==> config.mk <==
export PLATFORM = sky130hd
export DESIGN_NAME = uart_tx_ctrl_flat
export DESIGN_NICKNAME = d
export VERILOG_FILES = /design/src/rtl/uart_tx_ctrl_if.sv /design/src/rtl/uart_tx_ctrl.sv /design/src/flat_wrapper.sv
export SDC_FILE = /design/constraint.sdc
export NUM_CORES = 1
export LEC_CHECK = 0
export ABC_AREA = 1
export ABC_CLOCK_PERIOD_IN_PS = 2400
export BUFFER_PORTS_ARGS = -buffer_cell sky130_fd_sc_hd__clkbuf_2
export CAP_MARGIN = 0
export CORE_UTILIZATION = 50
export DETAILED_ROUTE_END_ITERATION = 6
export PLACE_DENSITY = 0.74
export SYNTH_ARGS = -nofsm -noshare
export SYNTH_HDL_FRONTEND = slang
export SYNTH_SLANG_ARGS = --single-unit
==> constraint.sdc <==
create_clock -name CLK -period 2.4 [get_ports CLK]
set_input_delay 0.36 -clock CLK [delete_from_list [all_inputs] [get_ports CLK]]
set_output_delay 0.36 -clock CLK [all_outputs]
set_load 0.01 [all_outputs]
==> src/rtl/uart_tx_ctrl_if.sv <==
// Bus between the system controller and the UART transmit controller.
// Handshake: DATA_VALID is a request, and BUSY acts as its inverse ready.
// A request is consumed at any rising CLK edge where the controller is
// idle (BUSY low). While BUSY is high, DATA_VALID and its payload are
// ignored. The payload is P_DATA, PAR_EN and PAR_TYP.
interface uart_tx_ctrl_if #(
    parameter int DATA_WIDTH = 8
);
    logic [DATA_WIDTH-1:0] P_DATA;
    logic                  DATA_VALID;
    logic                  PAR_EN;
    logic                  PAR_TYP;
    logic [1:0]            MUX_SEL;
    logic                  SER_DATA;
    logic                  PAR_BIT;
    logic                  BUSY;
    logic [2:0]            dbg_state;

    // System controller side.
    modport master (
        output P_DATA,
        output DATA_VALID,
        output PAR_EN,
        output PAR_TYP,
        input  MUX_SEL,
        input  SER_DATA,
        input  PAR_BIT,
        input  BUSY,
        input  dbg_state
    );

    // Transmit controller side.
    modport slave (
        input  P_DATA,
        input  DATA_VALID,
        input  PAR_EN,
        input  PAR_TYP,
        output MUX_SEL,
        output SER_DATA,
        output PAR_BIT,
        output BUSY,
        output dbg_state
    );
endinterface

==> src/rtl/uart_tx_ctrl.sv <==
// UART transmit controller: sequences start, data (LSB first), optional
// parity and stop bits, one bit per CLK. It drives the TX mux select,
// the serial data bit and the parity bit. Every output comes straight
// from a flop, and each flop is loaded from the decoded next state.
module uart_tx_ctrl #(
    parameter int DATA_WIDTH = 8
) (
    input  logic           CLK,
    input  logic           RST,
    uart_tx_ctrl_if.slave  bus
);
    localparam int CNT_W = $clog2(DATA_WIDTH);
    localparam logic [CNT_W-1:0] LAST_BIT = CNT_W'(DATA_WIDTH - 1);

    localparam logic [1:0] SEL_START  = 2'b00;
    localparam logic [1:0] SEL_DATA   = 2'b01;
    localparam logic [1:0] SEL_PARITY = 2'b10;
    localparam logic [1:0] SEL_STOP   = 2'b11;

    typedef enum logic [2:0] {
        S_IDLE   = 3'd0,
        S_START  = 3'd1,
        S_DATA   = 3'd2,
        S_PARITY = 3'd3,
        S_STOP   = 3'd4
    } state_t;

    state_t                state_q, state_d;
    logic [CNT_W-1:0]      cnt_q, cnt_d;
    logic [DATA_WIDTH-1:0] shift_q, shift_d;
    logic                  par_en_q, par_en_d;
    logic                  par_bit_q, par_bit_d;
    logic [1:0]            mux_sel_q, mux_sel_d;
    logic                  ser_data_q, ser_data_d;
    logic                  busy_q, busy_d;

    // Next-state logic. It also computes the datapath and the output values for the next cycle.
    always_comb begin
        state_d    = state_q;
        cnt_d      = cnt_q;
        shift_d    = shift_q;
        par_en_d   = par_en_q;
        par_bit_d  = par_bit_q;
        ser_data_d = 1'b0;

        case (state_q)
            S_IDLE: begin
                if (bus.DATA_VALID) begin
                    // Latch the whole request. Parity is fixed here for the rest of the frame.
                    state_d   = S_START;
                    shift_d   = bus.P_DATA;
                    par_en_d  = bus.PAR_EN;
                    par_bit_d = (^bus.P_DATA) ^ bus.PAR_TYP;
                    cnt_d     = '0;
                end
            end
            S_START: begin
                // Preload bit 0 so that it appears in the first data cycle.
                state_d    = S_DATA;
                cnt_d      = '0;
                ser_data_d = shift_q[0];
            end
            S_DATA: begin
                if (cnt_q == LAST_BIT) begin
                    state_d = par_en_q ? S_PARITY : S_STOP;
                end else begin
                    cnt_d      = cnt_q + 1'b1;
                    shift_d    = shift_q >> 1;
                    ser_data_d = shift_q[1];
                end
            end
            S_PARITY: begin
                state_d = S_STOP;
            end
            S_STOP: begin
                state_d = S_IDLE;
            end
            default: begin
                state_d = S_IDLE;
            end
        endcase

        case (state_d)
            S_START:  mux_sel_d = SEL_START;
            S_DATA:   mux_sel_d = SEL_DATA;
            S_PARITY: mux_sel_d = SEL_PARITY;
            default:  mux_sel_d = SEL_STOP;
        endcase
        busy_d = (state_d != S_IDLE);
    end

    // State, datapath and output registers. A reset here aborts any frame that is in flight.
    always_ff @(posedge CLK) begin
        if (RST) begin
            state_q    <= S_IDLE;
            cnt_q      <= '0;
            shift_q    <= '0;
            par_en_q   <= 1'b0;
            par_bit_q  <= 1'b0;
            mux_sel_q  <= SEL_STOP;
            ser_data_q <= 1'b0;
            busy_q     <= 1'b0;
        end else begin
            state_q    <= state_d;
            cnt_q      <= cnt_d;
            shift_q    <= shift_d;
            par_en_q   <= par_en_d;
            par_bit_q  <= par_bit_d;
            mux_sel_q  <= mux_sel_d;
            ser_data_q <= ser_data_d;
            busy_q     <= busy_d;
        end
    end

    assign bus.MUX_SEL   = mux_sel_q;
    assign bus.SER_DATA  = ser_data_q;
    assign bus.PAR_BIT   = par_bit_q;
    assign bus.BUSY      = busy_q;
    assign bus.dbg_state = state_q;
endmodule

==> src/flat_wrapper.sv <==
// flat-port wrapper written by rule: the top's interface ports become plain ports
module uart_tx_ctrl_flat 
#(
    parameter int DATA_WIDTH = 8
)
  (CLK, RST, bus_P_DATA, bus_DATA_VALID, bus_PAR_EN, bus_PAR_TYP, bus_MUX_SEL, bus_SER_DATA, bus_PAR_BIT, bus_BUSY, bus_dbg_state);
  uart_tx_ctrl_if #(.DATA_WIDTH(DATA_WIDTH)) bus_i ();
  input  logic CLK;
  input  logic RST;
  input wire logic [$bits(bus_i.P_DATA)-1:0] bus_P_DATA;
  input wire logic [$bits(bus_i.DATA_VALID)-1:0] bus_DATA_VALID;
  input wire logic [$bits(bus_i.PAR_EN)-1:0] bus_PAR_EN;
  input wire logic [$bits(bus_i.PAR_TYP)-1:0] bus_PAR_TYP;
  output wire logic [$bits(bus_i.MUX_SEL)-1:0] bus_MUX_SEL;
  output wire logic [$bits(bus_i.SER_DATA)-1:0] bus_SER_DATA;
  output wire logic [$bits(bus_i.PAR_BIT)-1:0] bus_PAR_BIT;
  output wire logic [$bits(bus_i.BUSY)-1:0] bus_BUSY;
  output wire logic [$bits(bus_i.dbg_state)-1:0] bus_dbg_state;
  assign bus_i.P_DATA = bus_P_DATA;
  assign bus_i.DATA_VALID = bus_DATA_VALID;
  assign bus_i.PAR_EN = bus_PAR_EN;
  assign bus_i.PAR_TYP = bus_PAR_TYP;
  assign bus_MUX_SEL = bus_i.MUX_SEL;
  assign bus_SER_DATA = bus_i.SER_DATA;
  assign bus_PAR_BIT = bus_i.PAR_BIT;
  assign bus_BUSY = bus_i.BUSY;
  assign bus_dbg_state = bus_i.dbg_state;
  uart_tx_ctrl #(.DATA_WIDTH(DATA_WIDTH)) u_core (.CLK(CLK), .RST(RST), .bus(bus_i));
endmodule
Word level (Yosys, flattened, before mapping)
Index checks and enable logic that the tools add are counted.
W data, S select, Z words.
{ "op_classes": {"add_sub_neg": 1, "n_eq_ne": 9, "mux": 13, "n_bitwise": 1, "n_reduce_logical": 8} }
{ "ops": {"columns": ["cell", "count"], "rows": [
  ["$mux W8", 2],
  ["$pmux W8 S2", 1],
  ["$mux W3", 5],
  ["$eq A3 B2 Y1 const B", 4],
  ["$pmux W3 S4", 1],
  ["$pmux W3 S3", 1],
  ["$reduce_xor A8 Y1", 1],
  ["$eq A3 B1 Y1 const B", 2],
  ["$pmux W2 S3", 1],
  ["$reduce_and A3 Y1", 2],
  ["$reduce_bool A3 Y1", 2],
  ["$ne A2 B2 Y1 const B", 2],
  ["$add A3 B1 Y3 const B", 1],
  ["$eq A3 B3 Y1 const B", 1],
  ["$logic_not A3 Y1", 1],
  ["$pmux W1 S2", 1],
  ["$reduce_and A2 Y1", 1],
  ["$reduce_bool A2 Y1", 1],
  ["$mux W1", 1],
  ["$xor A1 B1 Y1", 1]
]} }
{ "totals": {"register_bits": 20, "input_bits": 13, "output_inout_bits": 8, "wordCells": 40} }

Logic depth before layout (Yosys ltp)
Gate-level depths: netlist (run 1).
{ "logic_depth": {"word_depth": 5, "ltp_mapped": 11, "mapped_depth_nobuf": 11} }

Worst setup path before layout (run 1)
No wires, ideal clock.
{ "synth_path": {"path_type": "flip-flop to flip-flop", "startpoint": "register u_core.cnt_q[0]", "endpoint": "register u_core.cnt_q[1]", "setup_ns": 0.113, "arrival_time_ns": 1.174, "required_ns": 2.287, "setup_slack_ns": 1.114, "stages_incl_launch_ff": 11, "path_buffers": 0, "period_less_slack_ns": 1.286, "path_cell_list": "dfxtp_1 > ha_1 > ha_1 > inv_1 > nand2_2 > o21ai_0 > nand2_1 > clkinv_2 > nand2_1 > nand2_1 > nor2_1"} }
{ "synth_via": {"elab_chain_cells": 3, "word_cells_on_any_way": 6, "cone_classes": "add/sub (1); eq/ne (2); mux (2); reduce/logical (1)"} }
{ "synth_rtl": {"columns": ["element", "line_no", "rtl"], "rows": [
  ["start, declared", "uart_tx_ctrl.sv:29", "logic [CNT_W-1:0] cnt_q, cnt_d;"],
  ["start signal, assigned", "uart_tx_ctrl.sv:105", "cnt_q <= cnt_d;"],
  ["$add A3 B1 Y3 or $eq A3 B3 Y1 (tied branches)", "uart_tx_ctrl.sv:67, uart_tx_ctrl.sv:64", null],
  ["$mux W3 or $ne A2 B2 Y1 (tied branches)", null, null],
  ["$pmux W3 S3 or $reduce_and A3 Y1 (tied branches)", null, null]
]} }
Parallel ways exist; a longest one is shown, timed or not. The select of a mux whose other input is x is not followed.
A chain may end at the register's enable or synchronous reset.

Worst setup path in the final report (run 1)
{ "layout_path": {"startpoint": "register u_core.cnt_q[0]", "endpoint": "register u_core.shift_q[6]"} }
{ "layout_via": {"elab_chain_cells": 3} }
{ "layout_rtl": {"columns": ["element", "line_no", "rtl"], "rows": [
  ["$eq A3 B3 Y1", "uart_tx_ctrl.sv:64", "if (cnt_q == LAST_BIT) begin"],
  ["$ne A2 B2 Y1 (no source line)", null, null],
  ["$reduce_and A3 Y1 (no source line)", null, null],
  ["end signal, assigned", "uart_tx_ctrl.sv:106", "shift_q <= shift_d;"],
  ["end, declared", "uart_tx_ctrl.sv:30", "logic [DATA_WIDTH-1:0] shift_q, shift_d;"]
]} }
No other way between the ends.

==> metrics.txt, run 1 <==
status complete, no violations; pwr/cell area about 580 mW/mm^2; vias in the first global route roughly 810; P_leak 0.000608 uW; Adder-Cell Fraction of Synth Area around 2.5%; CTS buffer count 3; Critical Path Fanout Max 11; Worst-path clk slew roughly 0.10 ns; CTS Sinks 20; gpl congestion approximately 0.94; # H-tree levels 1; wire per inst slightly below 10 um; final worst path period share 65.2%; synth top area cells dfxtp_1 40%, nand2_1 18%, inv_1 7.4%; Max clock buf depth 2; CP startpoint kind flip-flop; Synth Area in Compound Gates 15.5%; Worst Path Buf+Inv 2; global-route wire length before repair about 3200 um; Die Y-Extent approximately 47 um; number of DRC markers in iteration 0 25; CP Capture Type flip-flop; DRC violations left 0; Die X about 47 um; core area between 0.0015 and 0.002 mm^2; hpwl dp around 1500 um; Largest delay share family, worst path adder cells; vias roughly 960; Area growth syn-to-layout 12.3%; CTS tree built; global route total overflow 0; setup violators final 0; Mapped Cells approximately 150; Crit Path Class reg2reg; synthesized area 0.00101 mm^2; Top-Level Pins 21; commonest non-fill, non-tap cell in the layout nand2_1; RSZ-0062 raised after global routing false; Final Max Slew Viols 0; DR vias/cell a little under 5; post-synth top area share about two fifths; Post-Synth XOR/XNOR Area 0.868%; Simple-Gate Fraction of Synth Area 29.5%; I/O Buffers 20; Worst-Skew Late Latency around 0.30 ns; mux share of post-synthesis cell area 0%; Yosys warning count 0; share of layout cells above drive strength 1 between 10% and 20%; largest area contributor in the netlist dfxtp_1; Starting Density 56.0%; Arrival @ worst endpoint 1.76 ns; Worst VDD drop 342 uV; CP Cell Sequence ha_1 > ha_1 > inv_1 > nand2_2 > nand2_2 > inv_1 > o21ai_0 > a21oi_1; hold_ws between 0.2 and 0.3 ns; commonest cells after routing, fill and taps aside 49 x nand2_1, 20 x inv_1, 20 x clkbuf_2, 20 x dfxtp_1, 13 x nor2_1; largest net degree at the start of global routing 14; Routed Antenna Nets 0; count of cell types in the netlist 23; max-cap violations 0; final-report hold violation count 0; fillers between 150 and 200; root buffer cell clkbuf_4; FP Rows 15; f_max 639 MHz; WP data required approximately 2.6 ns; post-CTS setup buffers 0; Synthesized Nets between 150 and 200; total negative slack for setup checks 0 ns; CP max stage cell dfxtp_1; final wirelength 1880 um; Critical Path Max Stage Delay around 0.34 ns; total track usage approximately 20%; combinational family with the most area after synthesis simple AND/OR/NAND/NOR gates; Final min period approximately 1.6 ns; Hold Path Class in2reg; die footprint 0.00220 mm^2; register area share after synthesis about two fifths; Synth Register Bits 20; syn_area_per_cell a little under 7 um^2; max_slew headroom between 70% and 80%; Clock Skew ~0.0017 ns; drt pass-1 iters 4; number of inserted diodes 0; Nets ~190; initial antenna violation count 0; actual slew at the worst max-slew pin around 0.38 ns; Post-CTS Hold Buffers 0; post_cts resized 0
[cell type report]
cell class / count / area [um^2] / share of cell area (%)
Multi-Input combinational cell: 103 / 488 / 43.1
Sequential cell: 20 / 400 / 35.4
Timing Repair Buffer: 20 / 100 / 8.84
Inverter: 23 / 90.1 / 7.96
Tap cell: 25 / 31.3 / 2.76
Clock buffer: 3 / 22.5 / 1.99
[state kept, by name, indices dropped and copies added, names as in the netlist]
name,cells
u_core.par_en_q,1
u_core.shift_q,8
u_core.bus.SER_DATA,1
u_core.bus.PAR_BIT,1
u_core.bus.BUSY,1
u_core.cnt_q,3
u_core.bus.dbg_state,3
u_core.bus.MUX_SEL,2
[through the flow]
step	std cells	utilization (%)	setup slack (ns)	area, um^2	power (uW)
6_report	194	62.8	0.836	1130	655
5_1_grt	194	62.8	0.716	1130	691
4_1_cts	194	62.8	0.843	1130	657
3_5_place_dp	191	61.6	0.859	1110	508
3_3_place_gp	191	61.6	0.943	1110	504
2_1_floorplan	149	-	1.11	1010	473
[path summary, 6_finish.rpt]
path	from	end	slack (ns)	depth (start not counted)
worst min-delay path	bus_PAR_EN	u_core.par_en_q$_SDFFE_PP0P_	0.28	3
worst min register to register	u_core.shift_q[3]$_SDFFE_PP0P_	u_core.shift_q[3]$_SDFFE_PP0P_	0.45	2
worst max-delay path	u_core.cnt_q[0]$_SDFFE_PP0P_	u_core.shift_q[6]$_SDFFE_PP0P_	0.84	8
worst max register to register	u_core.cnt_q[0]$_SDFFE_PP0P_	u_core.shift_q[6]$_SDFFE_PP0P_	0.84	8
[synth_stat cells]
master	number
nand3_1	4
clkbuf_4	1
nor3_1	2
nand2_2	2
a31oi_1	6
nor2_1	13
inv_4	1
dfxtp_1	20
clkinv_2	1
nand2_4	1
o21ai_0	7
buf_6	2
o21bai_1	1
xor2_1	1
inv_2	1
o21a_1	1
inv_1	20
a21oi_1	6
o21ai_1	6
nand2_1	49
ha_1	2
o21ai_2	1
nor2_4	1
[worst register-to-register path: stages (launching register included)]
cell and delay (ns):
dfxtp_1 0.34, ha_1 0.21, ha_1 0.23, inv_1 0.12, nand2_2 0.07, nand2_2 0.17
inv_1 0.12, o21ai_0 0.15, a21oi_1 0.05
[report_power, final]
part | internal, uW | total [uW] | switching [uW]
combinational | 48.4 | 127 | 78.3
clock | 58.5 | 155 | 96.2
sequential | 359 | 374 | 14.8
[routing by layer]
layer	vias up	wire, um	GRT usage (%)
met4	0	55	13.1
met1	409	830	24.5
met3	8	78	2.31
li1	506	-	-
met2	39	917	34.2
met5	-	0	0
[kinds of logic after synthesis]
kind of cell    count (synthesis)
simple gates                   72
compound gates                 28
fa+ha+maj                       2
flops                          20
buf+inv                        26
xor+xnor                        1
Note: power is estimated with default switching activity, not from simulation.
==> run 2: changes to the inputs <==
--- a/config.mk
+++ b/config.mk
@@ -6,7 +6,7 @@
 export NUM_CORES = 1
 export LEC_CHECK = 0
 export ABC_AREA = 1
-export ABC_CLOCK_PERIOD_IN_PS = 2400
+export ABC_CLOCK_PERIOD_IN_PS = 1500
 export BUFFER_PORTS_ARGS = -buffer_cell sky130_fd_sc_hd__clkbuf_2
 export CAP_MARGIN = 0
 export CORE_UTILIZATION = 50
==> constraint.sdc (replaced) <==
create_clock -name CLK -period 1.5 [get_ports CLK]
set_input_delay 0.225 -clock CLK [delete_from_list [all_inputs] [get_ports CLK]]
set_output_delay 0.225 -clock CLK [all_outputs]
set_load 0.01 [all_outputs]
==> run 2 against run 1 <==
Total power rose by 93%. Wire length rose by 4.1%. Via count fell by 0.52%. Final cell count rose by 2.1%.
==> metrics.txt, run 2 (synthesis gave the netlist of run 1 again) <==
status complete, no violations; total track usage 21.6% (+1.3 points); global-route wire length before repair 3420 um (+7.6%); CTS tree built; I/O Buffers 20 (unchanged); max_slew headroom 75.7% (+1.3 points); FP Rows 15 (unchanged); Die Y-Extent 46.9 um (unchanged); final-report hold violation count 0 (unchanged); WP data required 1.71 ns (-0.89 ns); vias 957 (-0.52%); Routed Antenna Nets 0 (unchanged); max-cap violations 0 (unchanged); Worst path most repeated cell nand2_1; die footprint 0.00220 mm^2 (unchanged); DRC violations left 0 (unchanged); wire per inst 9.90 um (+2.0%); commonest non-fill, non-tap cell in the layout nand2_1; Worst R2R Setup Slack 0.14 ns (-0.70 ns); Critical Path Fanout Max 6 (-5); Crit Path Class reg2reg; pwr/cell area 1030 mW/mm^2 (+78%); fillers 165 (+1.9%); fin area 0.00123 mm^2 (+8.4%); P_leak 0.000639 uW (+5.1%); Arrival @ worst endpoint 1.57 ns (-0.19 ns); number of inserted diodes 0 (unchanged); # H-tree levels 1 (unchanged); Die X 46.9 um (unchanged); core area 0.00180 mm^2 (unchanged); DR vias/cell 4.83 (-2.5%); root buffer cell clkbuf_4; drt pass-1 iters 4 (unchanged); Final min period 1.36 ns (-0.200 ns); global route total overflow 0 (unchanged); largest net degree at the start of global routing 14 (unchanged); final worst path period share 90.9% (+26 points); hpwl dp 1560 um (+5.4%); multi-input logic area 513 um^2 (+5.1%); Worst-path clk slew 0.12 ns (+0.02 ns); Max clock buf depth 2 (unchanged); Area growth syn-to-layout 21.7%; initial antenna violation count 0 (unchanged); CTS Sinks 20 (unchanged); max reg flops 8 (unchanged); Top-Level Pins 21 (unchanged); RSZ-0062 raised after global routing false; Hold Path Class in2reg; Nets 189 (+1.6%); Largest Register u_core.shift_q; share of layout cells above drive strength 1 23.7% (+5.4 points); gpl congestion 0.907 (-3.3%); total negative slack for setup checks 0 ns (unchanged); Sequential Area 405 um^2 (+1.3%); Starting Density 56.0% (unchanged); CP startpoint kind flip-flop; Clock Skew 0.00901 ns (+0.00732 ns); final wirelength 1960 um (+4.1%); setup violators final 0 (unchanged); commonest cells after routing, fill and taps aside 49 x nand2_1, 20 x inv_1, 20 x clkbuf_2; vias in the first global route 875 (+8.7%); Final Max Slew Viols 0 (unchanged); CP Capture Type flip-flop; actual slew at the worst max-slew pin 0.364 ns (-0.0198 ns); Post-DP Area 0.00114 mm^2 (+2.5%); CTS buffer count 3 (unchanged); CP Cell Sequence ha_4 > ha_4 > inv_1 > nand2_2 > o21ai_1 > nand2_1 > clkinv_2 > nand2_1 > nand2_1 > nor2_1; Tot Pwr 1260 uW (+93%); number of DRC markers in iteration 0 19 (-24%); CP max stage cell dfxtp_2; Worst-Skew Late Latency 0.30 ns (about the same); Worst VDD drop 511 uV (+49%); f_max 733 MHz (+15%); Post-CTS Hold Buffers 0 (unchanged); Critical Path Max Stage Delay 0.36 ns (+0.02 ns)
run 2: what timing repair did:
item / 4_1_cts / 5_1_grt
pin swaps: 0 / 1
buffers inserted: 0 / 1
gates resized for setup: 1 / 8
cloned: 0 / 0
setup endpoints to repair: 2 / 8
run 2: power breakdown:
part	leakage, uW	switching (uW)	internal (uW)
combinational	0.000445	131	94.5
clock	0.0000279	168	270
sequential	0.000167	26.7	575
total	0.000639	325	940
run 2: path summary, 6_finish.rpt:
path | cells past startpoint | start | end
setup / recovery | 10 | u_core.cnt_q[0]$_SDFFE_PP0P_ | u_core.cnt_q[2]$_SDFFE_PP0P_
hold / removal | 3 | bus_PAR_EN | u_core.par_en_q$_SDFFE_PP0P_
setup reg to reg | 10 | u_core.cnt_q[0]$_SDFFE_PP0P_ | u_core.cnt_q[2]$_SDFFE_PP0P_
hold reg to reg | 2 | u_core.shift_q[6]$_SDFFE_PP0P_ | u_core.shift_q[6]$_SDFFE_PP0P_
run 2: per-stage QoR:
stage / cells / util, % / hold slack (ns) / setup WS [ns]
4_1_cts: 197 / 66.2 / 0.141 / 0.0154
3_5_place_dp: 193 / 63.1 / 0.448 / 0.0255
3_3_place_gp: 193 / 63.1 / 0.440 / 0.138
6_report: 198 / 68.1 / 0.146 / 0.136
5_1_grt: 198 / 68.1 / 0.155 / 0.0105
2_1_floorplan: 149 / - / 0.294 / 0.214
run 2: worst max-delay path: cells and delay by family, from the launching register on:
kind	cells	cell delay (ns)
AND/OR/NAND/NOR	5	0.35
adder cells (fa/ha/maj)	2	0.32
flip-flops	1	0.36
buffers and inverters	2	0.17
AO/OA/AOI/OAI	1	0.08
run 2: cell type report:
cell class	instances	area share, %
clock buffer	3	1.83
clock inverter	1	2.45
inverter	23	7.34
multi-input combinational	103	41.8
sequential	20	33.0
tap	25	2.55
timing repair buffer	23	11.0
run 2: per-layer routing:
metal	GRT usage (%)	share of wire, %
met5	0	0
met4	11.4	1.8
met3	2.31	2.7
met2	36.9	49
met1	26.6	46
==> run 3: changes to the inputs <==
--- a/config.mk
+++ b/config.mk
@@ -9,9 +9,12 @@
 export ABC_CLOCK_PERIOD_IN_PS = 1500
 export BUFFER_PORTS_ARGS = -buffer_cell sky130_fd_sc_hd__clkbuf_2
 export CAP_MARGIN = 0
-export CORE_UTILIZATION = 50
+export CELL_PAD_IN_SITES_DETAIL_PLACEMENT = 0
+export CELL_PAD_IN_SITES_GLOBAL_PLACEMENT = 1
+export CORE_ASPECT_RATIO = 2
+export CORE_UTILIZATION = 37
 export DETAILED_ROUTE_END_ITERATION = 6
-export PLACE_DENSITY = 0.74
+export PLACE_DENSITY_LB_ADDON = 0.1
 export SYNTH_ARGS = -nofsm -noshare
 export SYNTH_HDL_FRONTEND = slang
 export SYNTH_SLANG_ARGS = --single-unit
==> run 3 against run 2 <==
First-iteration DRC count down 5.3%. Critical path type unchanged. Largest power group unchanged. Total power decreased by 2.7%. Count of clock-buffer cells in the layout grew 1.
==> metrics.txt, run 3 (synthesis gave the netlist of run 1 again) <==
commonest cells after routing, fill and taps aside 49 x nand2_1, 20 x clkbuf_2, 19 x inv_1, 19 x dfxtp_1, 13 x nor2_1; DRC violations left 0 (unchanged); hold_ws 0.187 ns (+0.0402 ns); final wirelength 2120 um (+8.1%); share of layout cells above drive strength 1 22.9% (-0.84 points); gpl congestion 0.735 (-19%); share of the core filled with cells 47.5% (-21 points); wire per inst 10.4 um (+5.4%); Die X 38.9 um (-17%); global route total overflow 0 (unchanged); die footprint 0.00295 mm^2 (+34%); number of inserted diodes 0 (unchanged); pwr/cell area 1010 mW/mm^2 (-2.2%); FP Rows 26 (+11); P_leak 0.000646 uW (+1.1%); # H-tree levels 1 (unchanged); Critical Path Fanout Max 6 (unchanged); Worst-path clk slew 0.07 ns (-0.05 ns); global-route wire length before repair 3570 um (+4.5%); commonest non-fill, non-tap cell in the layout nand2_1; max-cap violations 0 (unchanged); Largest delay share family, worst path adder cells; placed cell count 198 (+2.6%); Final Max Slew Viols 0 (unchanged); fillers 280 (+70%); CP Capture Type flip-flop; GRT busiest layer met2; setup violators final 0 (unchanged); Critical Path Max Stage Delay 0.33 ns (-0.03 ns); M2 GR Usage 32.4% (-4.5 points); core area 0.00257 mm^2 (+43%); CP startpoint kind flip-flop; final-report hold violation count 0 (unchanged); Arrival @ worst endpoint 1.54 ns (-0.03 ns); Starting Density 39.2% (-17 points); actual slew at the worst max-slew pin 0.393 ns (+0.0293 ns); initial antenna violation count 0 (unchanged); RSZ-0062 raised after global routing false; Top-Level Pins 21 (unchanged); Worst Path Buf+Inv 2 (unchanged); non-filler cells, final 203 (+2.5%); Clock Skew 0.00175 ns (-0.00726 ns); max_slew headroom 73.7% (-2.0 points); met3 Usage GRT 2.62% (+0.32 points); f_max 728 MHz (-0.74%); WP data required 1.66 ns (-0.05 ns); CP Cell Sequence ha_1 > ha_4 > inv_2 > nand2_2 > o21ai_0 > nand2_1 > inv_4 > nand2_1 > nand2_1 > nor2_1; Area growth syn-to-layout 21.1%; CTS Sinks 20 (unchanged); Routed Antenna Nets 0 (unchanged); multi-input logic area 500 um^2 (-2.4%); DR vias/cell 4.83 (-0.12%); met1 Resource Use GR 16.7% (-9.9 points); total negative slack for setup checks 0 ns (unchanged); I/O Buffers 20 (unchanged); hpwl dp 1700 um (+9.2%); max reg flops 8 (unchanged); Tot Pwr 1230 uW (-2.7%); largest net degree at the start of global routing 14 (unchanged); total track usage 17.2% (-4.4 points); Max clock buf depth 2 (unchanged); Worst-Skew Late Latency 0.26 ns (-0.04 ns); final worst path period share 91.6% (+0.68 points); Worst VDD drop 602 uV (+18%); drt pass-1 iters 4 (unchanged); Nets 191 (+1.1%); Hold Path Class in2reg; Crit Path Class reg2reg; Largest Register u_core.shift_q; Final min period 1.37 ns (+0.0101 ns); CP max stage cell dfxtp_1; number of DRC markers in iteration 0 18 (-1); Die Y-Extent 75.8 um (+62%); vias 980 (+2.4%); status complete, no violations; CTS buffer count 3 (unchanged); Worst path most repeated cell nand2_1; vias in the first global route 908 (+3.8%); CTS tree built; Sequential Area 402 um^2 (-0.93%); root buffer cell clkbuf_8
## run 3: changes by cell type in the layout (fill, tap and decap cells not counted), moves of 3 or more
cell,before,now
clkbuf_4,3,0
dfxtp_1,16,19
dfxtp_2,4,1
buf_4,2,5
clkbuf_8,0,4
## run 3: final timing paths
path | start | end | slack, ns | cells past startpoint
worst max-delay path | u_core.cnt_q[0]$_SDFFE_PP0P_ | u_core.cnt_q[2]$_SDFFE_PP0P_ | 0.13 | 10
worst min-delay path | bus_PAR_EN | u_core.par_en_q$_SDFFE_PP0P_ | 0.19 | 3
worst max register to register | u_core.cnt_q[0]$_SDFFE_PP0P_ | u_core.cnt_q[2]$_SDFFE_PP0P_ | 0.13 | 10
worst min register to register | u_core.shift_q[6]$_SDFFE_PP0P_ | u_core.shift_q[6]$_SDFFE_PP0P_ | 0.46 | 2
## run 3: area by class of cell
type / instances / share of cell area (%)
Multi-Input combinational cell: 103 / 41.0
Sequential cell: 20 / 32.9
Timing Repair Buffer: 25 / 11.3
Inverter: 23 / 7.48
Clock buffer: 4 / 4.51
Tap cell: 28 / 2.87
## run 3: stage by stage
stage	worst slack [ns]	cell area [um^2]
2_1_floorplan	0.214	1010
3_3_place_gp	0.121	1140
3_5_place_dp	0.0683	1140
4_1_cts	0.0541	1200
5_1_grt	0.0104	1220
6_report	0.126	1220
## run 3: what timing repair did
item                       4_1_cts  5_1_grt
resized for setup                0        5
hold buffers                     0        0
setup endpoints to repair        0        8
buffers inserted                 0        1
## run 3: worst reg2reg max path: stages, from the launching register on
cell and delay (ns):
dfxtp_1 0.33, ha_1 0.23, ha_4 0.18, inv_2 0.06, nand2_2 0.06, o21ai_0 0.07
nand2_1 0.13, inv_4 0.09, nand2_1 0.05, nand2_1 0.05, nor2_1 0.04
## run 3: power breakdown
group          leakage, uW  total, uW  internal [uW]  switching, uW
sequential        0.000166        599            574           24.6
clock            0.0000288        408            234            175
combinational     0.000452        223           91.6            131
total             0.000646       1230            900            331
## run 3: layer usage
| layer | routed length [um] | vias up |
|---|---|---|
| met5 | 0 | - |
| met4 | 53 | 0 |
| met3 | 51 | 5 |
| met2 | 1180 | 18 |
| met1 | 833 | 436 |
| li1 | - | 521 |
